[config.mk]
export PLATFORM = sky130hd
export DESIGN_NAME = fm_wm_adj_reader
export DESIGN_NICKNAME = d
export VERILOG_FILES = /design/src/rtl/fm_wm_adj_reader.sv
export SDC_FILE = /design/constraint.sdc
export NUM_CORES = 1
export LEC_CHECK = 0
export CAP_MARGIN = 20
export CELL_PAD_IN_SITES_DETAIL_PLACEMENT = 1
export CELL_PAD_IN_SITES_GLOBAL_PLACEMENT = 2
export CORE_MARGIN = 1.5
export CORE_UTILIZATION = 22
export CTS_CLUSTER_SIZE = 25
export DETAILED_ROUTE_END_ITERATION = 6
export MAX_ROUTING_LAYER = met4
export PLACE_DENSITY = 0.84
export SKIP_CTS_REPAIR_TIMING = 1
export SYNTH_ARGS = -nofsm -noshare
export SYNTH_HDL_FRONTEND = slang
export SYNTH_SLANG_ARGS = --single-unit
[constraint.sdc]
create_clock -name clk -period 1.3 [get_ports clk]
set_clock_uncertainty 0.05 [all_clocks]
set_input_delay 0.325 -clock clk [delete_from_list [all_inputs] [get_ports clk]]
set_output_delay 0.325 -clock clk [all_outputs]
set_load 0.05 [all_outputs]
[src/rtl/fm_wm_adj_reader.sv]
// fm_wm_adj_reader: drains the FM*WM*ADJ result memory after done_comb.
// Each node row is reduced to the index of its largest element, and one
// (node, class) pair per row goes out on a valid/ready handshake. done_read
// is raised once the last row has been accepted.
// Build option: define FM_WM_ADJ_SIGNED_ARGMAX_EN to compare elements as
// two's-complement signed values; the default compares them unsigned.
//
// state   | meaning
// --------+-----------------------------------------------------------
// IDLE    | waiting for done_comb; node and read address held at 0
// ISSUE   | read address driven from the current node index
// CAPTURE | memory data valid; argmax latched, class_valid set
// OUT     | result held until the consumer accepts it
// DONE    | done_read high until done_comb drops

module fm_wm_adj_reader #(
    parameter int FEATURE_ROWS   = 6,
    parameter int NUM_OF_NODES   = 6,
    parameter int WEIGHT_COLS    = 3,
    parameter int DOT_PROD_WIDTH = 16,
    parameter int FEATURE_WIDTH  = $clog2(FEATURE_ROWS),
    parameter int NODE_W         = $clog2(NUM_OF_NODES),
    parameter int CLASS_W        = (WEIGHT_COLS > 1) ? $clog2(WEIGHT_COLS) : 1
) (
    input  logic                      clk,
    input  logic                      reset,
    input  logic                      done_comb,
    input  logic [DOT_PROD_WIDTH-1:0] fm_wm_adj_out [0:WEIGHT_COLS-1],
    output logic [FEATURE_WIDTH-1:0]  read_row_adj,
    output logic                      class_valid,
    input  logic                      class_ready,
    output logic [NODE_W-1:0]         class_node,
    output logic [CLASS_W-1:0]        class_idx,
    output logic                      done_read
);

    typedef enum logic [2:0] {IDLE, ISSUE, CAPTURE, OUT, DONE} state_t;

    localparam logic [NODE_W-1:0] LAST_NODE = NODE_W'(NUM_OF_NODES - 1);

    state_t                     state, state_nxt;
    logic [NODE_W-1:0]          node, node_nxt;
    logic [FEATURE_WIDTH-1:0]   row_nxt;
    logic                       valid_nxt;
    logic [NODE_W-1:0]          cnode_nxt;
    logic [CLASS_W-1:0]         cidx_nxt;
    logic                       done_nxt;
    logic [DOT_PROD_WIDTH-1:0]  best_val;
    logic [CLASS_W-1:0]         best_idx;

    // Argmax scan from column 0 upward; strict compare keeps the lowest index on ties.
    always_comb begin
        best_val = fm_wm_adj_out[0];
        best_idx = '0;
        for (int c = 1; c < WEIGHT_COLS; c++) begin
`ifdef FM_WM_ADJ_SIGNED_ARGMAX_EN
            if ($signed(fm_wm_adj_out[c]) > $signed(best_val)) begin
`else
            if (fm_wm_adj_out[c] > best_val) begin
`endif
                best_val = fm_wm_adj_out[c];
                best_idx = CLASS_W'(c);
            end
        end
    end

    // State and all outputs are registered; the read address never follows inputs combinationally.
    always_ff @(posedge clk or negedge reset) begin
        if (!reset) begin
            state        <= IDLE;
            node         <= '0;
            read_row_adj <= '0;
            class_valid  <= 1'b0;
            class_node   <= '0;
            class_idx    <= '0;
            done_read    <= 1'b0;
        end else begin
            state        <= state_nxt;
            node         <= node_nxt;
            read_row_adj <= row_nxt;
            class_valid  <= valid_nxt;
            class_node   <= cnode_nxt;
            class_idx    <= cidx_nxt;
            done_read    <= done_nxt;
        end
    end

    // Next-state and next-output logic; everything holds unless a state changes it.
    always_comb begin
        state_nxt = state;
        node_nxt  = node;
        row_nxt   = read_row_adj;
        valid_nxt = class_valid;
        cnode_nxt = class_node;
        cidx_nxt  = class_idx;
        done_nxt  = done_read;
        unique case (state)
            IDLE: begin
                node_nxt = '0;
                row_nxt  = '0;
                if (done_comb) state_nxt = ISSUE;
            end
            ISSUE: begin
                row_nxt   = FEATURE_WIDTH'(node);
                state_nxt = CAPTURE;
            end
            CAPTURE: begin
                cidx_nxt  = best_idx;
                cnode_nxt = node;
                valid_nxt = 1'b1;
                state_nxt = OUT;
            end
            OUT: begin
                // done_comb is deliberately ignored here so a started sweep always finishes
                if (class_valid && class_ready) begin
                    valid_nxt = 1'b0;
                    if (node == LAST_NODE) begin
                        done_nxt  = 1'b1;
                        state_nxt = DONE;
                    end else begin
                        node_nxt  = node + 1'b1;
                        state_nxt = ISSUE;
                    end
                end
            end
            DONE: begin
                if (!done_comb) begin
                    done_nxt  = 1'b0;
                    state_nxt = IDLE;
                end
            end
            default: state_nxt = IDLE;
        endcase
    end

endmodule

Word-level counts from Yosys, hierarchy flattened --
Index checks and enable logic that the tools add are counted.
Storage, ports and cells: register bits 16, latch bits 0, RAM bits 0, memory bits (read-only) 0, output and inout bits 10, logic and storage cells 48, memories kept 0
Cells by class: add/sub/neg operators 1, $mul 0, div/mod/pow operators 0, $lt $le $gt $ge 2, eq/ne operators 10, shifts and indexed selects 0, mux-type cells 18, bitwise logic cells 0, reduce and logical (&&, ||, !) cells 10
Operators with widths (number):
- $gt 16x16->1 | 2
- $mux 3 | 6
- $mux 16 | 1
- $pmux 3 s5 | 1
- $pmux 3 s2 | 2
- $ne 2x2->1 const B | 5
- $reduce_bool 2->1 | 4
- $eq 3x2->1 const B | 2
- $eq 3x3->1 const B | 2
- $reduce_and 3->1 | 2
- $mux 1 | 5
- $pmux 1 s2 | 2
- $reduce_and 4->1 | 1
- $add 3x1->3 const B | 1
- $eq 3x1->1 const B | 1
- $logic_not 3->1 | 1
- $mux 2 | 1
- $reduce_and 2->1 | 1
- $logic_and 1x1->1 | 1

Longest topological paths before layout --
word-level depth 4, gate-level depth with buffers 16, gate-level depth less buffers 15

Least setup slack after synthesis --
Ideal clock, no wire load.
path type in2reg, start input port fm_wm_adj_out[46] in the netlist's numbering, end register class_idx[0], library setup time 117 ps, arrival 2916 ps, slack -1783 ps, stages 14, buffers on the path 1, path through inv_1 ha_1 nand4_1 nor4_1 a21boi_1 o31a_4 buf_2 a21oi_1 ha_1 nand4_1 nor4_1 a22o_1 o211ai_1 and2_4
Between the ends: longest elaborated chain between the ends 4, elaborated cells on any way between the ends 5, classes of those cells order compare (2); mux (3)
Ends and longest elaborated chain:
- start: declaration | line 28 | input logic [DOT_PROD_WIDTH-1:0] fm_wm_adj_out [0:WEIGHT_COLS-1],
- $gt 16x16->1 | line 59 | if (fm_wm_adj_out[c] > best_val) begin
- $mux 16 | line 59
- $gt 16x16->1 | line 59
- $mux 2 * | line 59
- end signal: assignment | line 83 | class_idx <= cidx_nxt;
- end: declaration | line 33 | output logic [CLASS_W-1:0] class_idx,
Every way passes the cells marked *; elsewhere a longest branch is shown, timed or not. A chain may end at the register's enable or synchronous reset.

Worst setup path after layout --
start input port fm_wm_adj_out[47] in the netlist's numbering, end register class_idx[0]
The elaborated chain is that of the path after synthesis.

==> metrics.txt <==
DP HPWL 4.51 mm; Final ANT Viol Nets 0; crit end category flip-flop; # setup viols final 8; Syn Area/Cell 8.35 µm²; DRT met1 WL 2.56 mm; Via Count 1836; Starting DRT DRC Count 19; setup repair after global routing missed its margin yes; Fin. Hold Viols 0; share of cells above drive strength 1 43.8%; Clock Sinks 16; GRT overflow 0; failing checks negative setup slack; Initial Util 22.8%; placed cell area 0.00290 mm²; Die X-Extent 89.9 µm; Post-synth top cells 34 x ha_1, 26 x a21oi_1, 21 x inv_1; post-route cell area 0.00322 mm²; Synth async-reset ratio 100%; post-layout min period 3130 ps; Root Buffer clkbuf_8; library cells used by synthesis 37; largest net degree at the start of global routing 32; met2 wire length 2.98 mm; Max Cap Viol 0; Synth Flop Type dfrtp_1; die area 0.00808 mm²; Slew Viols, Final 0; vias per cell 4.61; Post-Syn Nets 285; Netlist Area Pre-Place 0.00166 mm²; clk slew on worst S/H paths 70 ps; final-layout fill cell count 851; Yosys reg bits 16; fin crit share 241%; GRT Overall Usage 14.7%; cell count after synthesis 199; worst rel slew slack 75.4%; Synth top area share 25.6%; register area 404 µm²; H-tree lvl count 1; TritonCTS Buffers 3; # DRC 0; Worst Tran Pin Value 368 ps; Fmax achieved 320 MHz; Layout Area Growth over Synthesis 94.1%; Total Power 0.00399 W; IO buf count 61; CP max FO 8; status complete, but fails checks; per-cell routed wire length 15.0 µm; CP arrival 3280 ps; type of the worst setup path input pin to flip-flop; Critical Path Source Type input pin; type of the worst min-delay path input pin to async pin; sequential element share of the synthesized area 24.1%; area of the multi-input gates 0.00152 mm²; RR Startpoint node[1]; Static Leak 1.57 nW; post-layout util 44.2%; PwrDens 1240 mW/mm²; Post-synth EDFFs 0; CTS tree done; I/O pin total 62; Setup WS post-layout -1830 ps; Pre-antenna DRT Iters 3; GPL Wtd Cong 0.772; WP data required 1450 ps; num rows 31; Top Metal Used met4; global-route wire length before repair 9.38 mm; CTS max path bufs 2; die height 89.9 µm; VDD IR max 1020 µV; most frequent cell after synthesis ha_1; main area contributors after synthesis ha_1 26%, dfrtp_1 24%, a21oi_1 7.8%; core box area 0.00729 mm²; Synth warnings 0; met3 WL 298 µm; initial antenna violation count 0; vias in the first global route 1910; Cells after DPL 383; worst skew pair latency 260 ps; final WL 5.96 mm; fin nets 386; Critical Path Start fm_wm_adj_out[47]; Synth area leader ha_1; Antenna Cells 0; Final Non-Filler Cells 398
sequential cells by signal (all words and copies together) (netlist names):
name          count
state             3
node              3
read_row_adj      3
done_read         1
class_idx         2
class_node        3
class_valid       1
worst max-delay path, cell delays in order:
cell and delay (ps):
buf_8 100, inv_6 40, ha_4 200, nand4_1 210, nor2_1 100, a221o_1 440, o31a_4 450, nor2_4 120
a21oi_2 40, ha_1 320, a21o_1 190, a21o_1 160, a21oi_2 120, o21ai_1 80, o211ai_1 210, and2_4 170
per-layer routing:
layer	vias up	global-route usage [%]
met5	-	-
met4	0	3.97
met3	8	2.88
met2	46	25.2
met1	857	17.5
li1	925	-
kinds of logic (layout without fill, tap and decap cells):
logic type,after synthesis,count (layout),synth area share (%)
compound gates,58,60,22.1
fa+ha+maj,34,34,25.6
buf+inv,26,124,6.85
flops,16,16,24.1
mux,6,6,4.29
simple gates,59,59,17.1
cell type report:
class	count	area share, %
Clock buffer	4	1.40
Tap cell	99	3.84
Sequential cell	16	12.5
Inverter	21	3.14
Timing Repair Buffer	99	31.9
Multi-Input combinational cell	159	47.2
final timing paths:
check                             endpoint  slack, ps  cells past startpoint
min in group clk               class_valid        370                      3
min reg2reg                read_row_adj[0]        530                      2
max                           class_idx[0]      -1830                     16
max in group asynchronous         state[0]        650                      2
max reg2reg                        node[2]       -130                      5
min                          class_node[2]        350                      2
metrics by stage:
| stage | worst slack, ps | setup TNS, ps | hold WS [ps] |
|---|---|---|---|
| 4_1_cts | -2280 | -5640 | 351 |
| 3_5_place_dp | -2560 | -7610 | 513 |
| 6_report | -1830 | -3970 | 346 |
| 5_1_grt | -1960 | -4610 | 377 |
| 3_3_place_gp | -2460 | -7250 | 508 |
| 2_1_floorplan | -1580 | -3330 | -20.6 |
where the power goes:
group | switching [W] | internal, W
combinational | 0.00123 | 0.00147
sequential | 0.000202 | 0.000683
clock | 0.000185 | 0.000218
total | 0.00162 | 0.00237
placed cells by master, fill, tap and decap left out, types with 2 or more instances in the layout:
| cell | netlist | final |
|---|---|---|
| o21ai_1 | 1 | 5 |
| clkbuf_2 | 0 | 7 |
| inv_2 | 0 | 7 |
| a21oi_1 | 26 | 19 |
| buf_4 | 0 | 35 |
| o21ai_0 | 9 | 5 |
| inv_4 | 0 | 5 |
| nand2_4 | 0 | 2 |
| clkbuf_8 | 0 | 3 |
| a21o_1 | 7 | 7 |
| buf_8 | 0 | 2 |
| o211ai_1 | 2 | 2 |
| nand4_1 | 5 | 5 |
| nand3_1 | 6 | 5 |
| o31a_4 | 1 | 3 |
| dfrtp_2 | 0 | 3 |
| a21oi_2 | 1 | 8 |
| ha_1 | 34 | 17 |
| clkdlybuf4s50_1 | 0 | 22 |
| mux2_4 | 1 | 5 |
| nor2b_1 | 2 | 2 |
| nor2_1 | 20 | 18 |
| dfrtp_1 | 16 | 13 |
| buf_12 | 0 | 10 |
| buf_6 | 2 | 6 |
| dlymetal6s2s_1 | 0 | 17 |
| ha_4 | 0 | 15 |
| nand2_2 | 0 | 3 |
| nand2_1 | 16 | 11 |
| inv_1 | 21 | 7 |
| ha_2 | 0 | 2 |
| nor3b_4 | 0 | 2 |
| a22o_1 | 4 | 4 |
| inv_6 | 0 | 2 |
(Power assumes the default switching activity.)
